### src/rtl/counter_ctrl_pkg.sv
// Shared definitions for the counter step arbiter: FSM state encodings,
// requester indices and the round-robin successor helper.
package counter_ctrl_pkg;

    localparam int unsigned IDX_W   = 2;
    localparam int unsigned NUM_REQ = 3;

    typedef enum logic [1:0] {
        ST_IDLE  = 2'd0,
        ST_ISSUE = 2'd1,
        ST_GAP   = 2'd2
    } state_t;

    localparam logic [IDX_W-1:0] REQ_UP1 = 2'd0;
    localparam logic [IDX_W-1:0] REQ_UP2 = 2'd1;
    localparam logic [IDX_W-1:0] REQ_DN  = 2'd2;

    // Round-robin successor: up1 -> up2 -> dn -> up1
    function automatic logic [IDX_W-1:0] rr_next(input logic [IDX_W-1:0] idx);
        return (idx == REQ_DN) ? REQ_UP1 : IDX_W'(idx + 2'd1);
    endfunction

endpackage

### src/rtl/rr_arbiter3.sv
// Three-input round-robin arbiter: combinational grant from the request
// vector and a registered priority pointer that advances past the winner.
module rr_arbiter3
    import counter_ctrl_pkg::*;
(
    input  logic               clk,
    input  logic               rst_n,
    input  logic [NUM_REQ-1:0] req_i,
    input  logic               advance_i,
    input  logic [IDX_W-1:0]   adv_idx_i,
    output logic               gnt_vld_c_o,
    output logic [IDX_W-1:0]   gnt_idx_c_o
);

    logic [IDX_W-1:0] ptr_q, ptr_d;
    logic [IDX_W-1:0] cand1, cand2;
    logic [NUM_REQ:0] req_pad;

    // Padding keeps every 2-bit index in range of the request vector
    assign req_pad = {1'b0, req_i};

    always_comb begin
        cand1       = rr_next(ptr_q);
        cand2       = rr_next(cand1);
        gnt_vld_c_o = |req_i;
        gnt_idx_c_o = ptr_q;
        if (req_pad[ptr_q]) begin
            gnt_idx_c_o = ptr_q;
        end else if (req_pad[cand1]) begin
            gnt_idx_c_o = cand1;
        end else if (req_pad[cand2]) begin
            gnt_idx_c_o = cand2;
        end
    end

    always_comb begin
        ptr_d = ptr_q;
        if (advance_i) begin
            ptr_d = rr_next(adv_idx_i);
        end
    end

    always_ff @(posedge clk or negedge rst_n) begin
        if (!rst_n) begin
            ptr_q <= REQ_UP1;
        end else begin
            ptr_q <= ptr_d;
        end
    end

endmodule

### src/rtl/counter_step_arbiter.sv
// Shares one +1/+2/-1 step counter among three requesters with a
// round-robin req/ack handshake and a shadow count. CNT_SAT_EN refuses
// steps that would cross 0 or MAX instead of wrapping.
module counter_step_arbiter
    import counter_ctrl_pkg::*;
#(
    parameter int unsigned WIDTH = 4
) (
    input  logic             clk,
    input  logic             rst,
    input  logic             clr,
    input  logic             req_up1,
    input  logic             req_up2,
    input  logic             req_dn,
    output logic             ack_up1,
    output logic             ack_up2,
    output logic             ack_dn,
    output logic             err,
    output logic             en1,
    output logic             en2,
    output logic             en_d,
    output logic             cnt_clr,
    output logic [WIDTH-1:0] count,
    output logic             busy
);

    state_t           state_q, state_d;
    logic [IDX_W-1:0] win_q, win_d;
    logic [WIDTH-1:0] count_q, count_d;
    logic ack_up1_q, ack_up1_d, ack_up2_q, ack_up2_d, ack_dn_q, ack_dn_d;
    logic en1_q, en1_d, en2_q, en2_d, en_d_q, en_d_d;
    logic err_q, err_d, cnt_clr_q, cnt_clr_d, busy_q, busy_d;
    logic             gnt_vld_c;
    logic [IDX_W-1:0] gnt_idx_c;
    logic             refuse_c;
    logic             advance_c;

    // Pointer moves only when a grant actually completes; clr keeps it
    assign advance_c = (state_q == ST_ISSUE) && !clr;

    rr_arbiter3 u_arb (
        .clk         (clk),
        .rst_n       (rst),
        .req_i       ({req_dn, req_up2, req_up1}),
        .advance_i   (advance_c),
        .adv_idx_i   (win_q),
        .gnt_vld_c_o (gnt_vld_c),
        .gnt_idx_c_o (gnt_idx_c)
    );

`ifdef CNT_SAT_EN
    localparam logic [WIDTH-1:0] CNT_MAX    = '1;
    localparam logic [WIDTH-1:0] CNT_MAX_M1 = CNT_MAX - WIDTH'(1);

    always_comb begin
        refuse_c = ((gnt_idx_c == REQ_UP1) && (count_q == CNT_MAX))    ||
                   ((gnt_idx_c == REQ_UP2) && (count_q >= CNT_MAX_M1)) ||
                   ((gnt_idx_c == REQ_DN)  && (count_q == '0));
    end
`else
    assign refuse_c = 1'b0;
`endif

    always_ff @(posedge clk or negedge rst) begin
        if (!rst) begin
            state_q <= ST_IDLE;
            win_q   <= REQ_UP1;
        end else begin
            state_q <= state_d;
            win_q   <= win_d;
        end
    end

    always_comb begin
        state_d = state_q;
        win_d   = win_q;
        if (clr) begin
            state_d = ST_IDLE;
        end else begin
            unique case (state_q)
                ST_IDLE: begin
                    if (gnt_vld_c) begin
                        state_d = ST_ISSUE;
                        win_d   = gnt_idx_c;
                    end
                end
                ST_ISSUE: state_d = ST_GAP;
                ST_GAP:   state_d = ST_IDLE;
                default:  state_d = ST_IDLE;
            endcase
        end
    end

    // Grant outputs are decided in IDLE so they appear during ISSUE
    always_comb begin
        ack_up1_d = 1'b0;
        ack_up2_d = 1'b0;
        ack_dn_d  = 1'b0;
        en1_d     = 1'b0;
        en2_d     = 1'b0;
        en_d_d    = 1'b0;
        err_d     = 1'b0;
        cnt_clr_d = clr;
        busy_d    = (state_d != ST_IDLE);
        count_d   = count_q;
        if (clr) begin
            count_d = '0;
        end else begin
            if ((state_q == ST_IDLE) && gnt_vld_c) begin
                ack_up1_d = (gnt_idx_c == REQ_UP1);
                ack_up2_d = (gnt_idx_c == REQ_UP2);
                ack_dn_d  = (gnt_idx_c == REQ_DN);
                err_d     = refuse_c;
                en1_d     = (gnt_idx_c == REQ_UP1) && !refuse_c;
                en2_d     = (gnt_idx_c == REQ_UP2) && !refuse_c;
                en_d_d    = (gnt_idx_c == REQ_DN)  && !refuse_c;
            end
            if (state_q == ST_ISSUE) begin
                if (en1_q) begin
                    count_d = count_q + WIDTH'(1);
                end else if (en2_q) begin
                    count_d = count_q + WIDTH'(2);
                end else if (en_d_q) begin
                    count_d = count_q - WIDTH'(1);
                end
            end
        end
    end

    always_ff @(posedge clk or negedge rst) begin
        if (!rst) begin
            ack_up1_q <= 1'b0;
            ack_up2_q <= 1'b0;
            ack_dn_q  <= 1'b0;
            en1_q     <= 1'b0;
            en2_q     <= 1'b0;
            en_d_q    <= 1'b0;
            err_q     <= 1'b0;
            cnt_clr_q <= 1'b0;
            busy_q    <= 1'b0;
            count_q   <= '0;
        end else begin
            ack_up1_q <= ack_up1_d;
            ack_up2_q <= ack_up2_d;
            ack_dn_q  <= ack_dn_d;
            en1_q     <= en1_d;
            en2_q     <= en2_d;
            en_d_q    <= en_d_d;
            err_q     <= err_d;
            cnt_clr_q <= cnt_clr_d;
            busy_q    <= busy_d;
            count_q   <= count_d;
        end
    end

    assign ack_up1 = ack_up1_q;
    assign ack_up2 = ack_up2_q;
    assign ack_dn  = ack_dn_q;
    assign en1     = en1_q;
    assign en2     = en2_q;
    assign en_d    = en_d_q;
    assign err     = err_q;
    assign cnt_clr = cnt_clr_q;
    assign busy    = busy_q;
    assign count   = count_q;

endmodule

### config.mk
export PLATFORM = sky130hd
export DESIGN_NAME = counter_step_arbiter
export DESIGN_NICKNAME = d
export VERILOG_FILES = /design/src/rtl/counter_ctrl_pkg.sv /design/src/rtl/rr_arbiter3.sv /design/src/rtl/counter_step_arbiter.sv
export SDC_FILE = /design/constraint.sdc
export NUM_CORES = 1
export LEC_CHECK = 0
export CAP_MARGIN = 20
export CELL_PAD_IN_SITES_DETAIL_PLACEMENT = 1
export CELL_PAD_IN_SITES_GLOBAL_PLACEMENT = 2
export CORE_MARGIN = 3
export CORE_UTILIZATION = 32
export DETAILED_ROUTE_END_ITERATION = 16
export PLACE_DENSITY_LB_ADDON = 0.1
export SLEW_MARGIN = 20
export SYNTH_ARGS = -nofsm -noshare
export SYNTH_HDL_FRONTEND = slang
export SYNTH_SLANG_ARGS = --single-unit
### constraint.sdc
create_clock -name clk -period 4.5 [get_ports clk]
set_input_delay 0.675 -clock clk [delete_from_list [all_inputs] [get_ports clk]]
set_output_delay 0.675 -clock clk [all_outputs]
set_load 0.05 [all_outputs]
==> out/metrics.yaml <==
die:
  start_util_pct: 34.0
  io_pins: 19
  rows: 18
  die_width_microns: 57.5
  die_h_microns: 57.5
  core_sq_um: 2500
  die_area_sq_um: 3310
drt:
  wl_met1_microns: 765
  routed_wl_microns: 1740
  wl_per_cell_microns: 13.2
  num_vias: 642
  ant_nets: 0
  drcViolationCount: 0
  route.met3.wl_microns: 77
  drtIter0Drc: 11
  maxUsedRoutingLayer: "met4"
  wl_met2_microns: 887
  viasPerCell: 4.86
  drt-pass1-iter-count: 2
setup_path:
  crit_chain: "clkdlybuf4s50_1"
  critPathBufInv: 1
  required_ps: 3830
  startpoint_type: "flip-flop"
  setup.worst_path.class: "reg2out"
  end_kind: "output pin"
  worstPathArrival_ps: 1670
  cpMaxStageDelayCell: "clkdlybuf4s50_1"
  critPathTopFamily: "buffers and inverters"
  slowest_delay_ps: 870
  path_max_fanout: 10
clocking:
  clkTransAtPathRegs_ps: 90
  cts_tree: "done"
  hold_buffers: 0
  clk_latency_ps: 280
  cts.sinks: 15
  cts_buffer_depth: 2
  post_cts_buffers: 0
  cts_made_buffers: 3
  clockRootBuffer: "clkbuf_4"
  post_cts_resized: 0
  htree_levels: 1
synth:
  synthTopCellsByArea: "dfrtp_1 44%, ha_1 7.4%, nand2_1 4.4%"
  synth-simple-area-share_pct: 20.0
  ys_types: 31
  ys_seq_area_share_pct: 44.2
  synth_compound_area_share_pct: 16.2
  synth_top_family_by_area: "simple AND/OR/NAND/NOR gates"
  synth-edff-count: 0
  syn-cell-area_sq_um: 850
  yosys_warnings: 0
  synth_cells: 85
  synthAdderAreaFrac_pct: 7.36
  postSynthNetCount: 96
  synthMuxAreaShare_pct: 3.09
  synth_common_cells: "15 x dfrtp_1, 10 x nand2_1, 7 x inv_1, 6 x nor2_1, 5 x ha_1"
  avgSynthCellArea_sq_um: 9.99
  ys_ff_latch: 15
  synth_top_area_share_pct: 44.2
  synthArstFlopShare_pct: 100
  synth_most_common_cell: "dfrtp_1"
  synth_xor_area_share_pct: 2.06
  synthFlopType: "dfrtp_1"
  yosys.area.top_type: "dfrtp_1"
sta:
  fin_crit_ps: 2350
  slew-limit-headroom_pct: 54.9
  setup_viol: 0
  hold_viol: 0
  skew_ps: 1.74
  drv_slew: 0
  rsz0062_at_grt: "false"
  clock.fmax_mhz: 426
  fin_tns_setup_ps: 0
  worst_slew_pin_slew_ps: 675
  min_period_over_period_pct: 52.1
global_route:
  antenna_found_initial: 0
  grt_remaining_overflow: 0
  grt_pass1_wl_microns: 3130
  grtUsageTotal_pct: 12.4
  grt_max_degree: 16
  first_global_vias: 681
power_and_ir_drop:
  peakVddDrop_mv: 0.243
  p_per_area_nw_per_um2: 418
  power_leakage_nw: 0.468
finish:
  final_util_pct: 42.1
  fill_cells: 293
  layout-drive-gt1-share_pct: 13.7
  area_growth_pct: 24.0
  diodes: 0
  finalNetCount: 114
placed_design:
  hpwlAfterDp_microns: 1360
  gp_congestion: 0.796
  io_buffers: 17
flow_run:
  drv_cap: 0
run_status:
  status: "finished clean"
min_path:
  hold_path_class: "reg2reg"
[report_power, final]
part	switching [mW]	internal [mW]
Clock	0.0418	0.0344
Combinational	0.101	0.0733
Sequential	0.0304	0.159
Total	0.173	0.267
[path summary, 6_finish.rpt]
kind	start	to	slack, ps	cells past startpoint
setup reg to reg	en1	count[3]	2860	4
hold reg to reg	win_q[1]	u_arb.ptr_q[0]	490	1
max in group asynchronous	rst	en2	3270	1
min in group asynchronous	rst	count[3]	800	1
setup / recovery	en1	en1	2150	1
hold / removal	win_q[1]	u_arb.ptr_q[0]	490	1
[logic make-up (layout without fill, tap and decap cells)]
| family | count (synthesis) | count (layout) |
|---|---|---|
| buffers and inverters | 11 | 28 |
| and+or+nand+nor | 33 | 33 |
| DFF | 15 | 15 |
| xor gates and xnor gates | 2 | 2 |
| other | 1 | 1 |
| muxes | 2 | 2 |
| adders and majority gates | 5 | 5 |
| AOI/OAI and AO/OA | 16 | 16 |
[state kept, by name (all words and copies together) (netlist names)]
name and count:
busy 1, win_q 2, cnt_clr 1, en2 1
count 4, state_q 2, en1 1, en_d 1
u_arb.ptr_q 2
[cells in the final DEF (no fill, tap or decap), types with 3 or more instances in the layout]
cell type	Yosys	final
clkdlybuf4s50_1	0	17
dfrtp_1	15	15
nand2_1	10	10
inv_1	7	7
nor2_1	6	6
ha_1	5	5
nor3_1	4	4
a21oi_1	4	4
nor2b_1	3	3
o21ai_0	3	3
clkbuf_4	0	3
[through the flow]
step                      instance area [sq um]  hold slack [ps]  power [mW]  worst slack (ps)  instances
after CTS                                  1050              495       0.448              2110        132
final                                      1050              491       0.440              2150        132
after detailed placement                   1030              462       0.370              2170        128
after global placement                     1030              474       0.368              2330        128
after floorplan                             850              379       0.316              2600         85
after global routing                       1050              511       0.475              2040        132
[cell type report]
type	count	area [sq um]	share of cell area (%)
multi-input combinational	59	418	39.7
sequential	15	375	35.6
clock buffer	4	26.3	2.49
tap	30	37.5	3.56
inverter	7	26.3	2.49
timing repair buffer	17	170	16.2
[metal layers]
metal	vias to the layer above	GRT usage, %
met4	0	1.99
met1	309	15.1
li1	320	-
met5	-	0
met3	2	4.75
met2	11	21.1
Power figures use the tool's default switching activity.
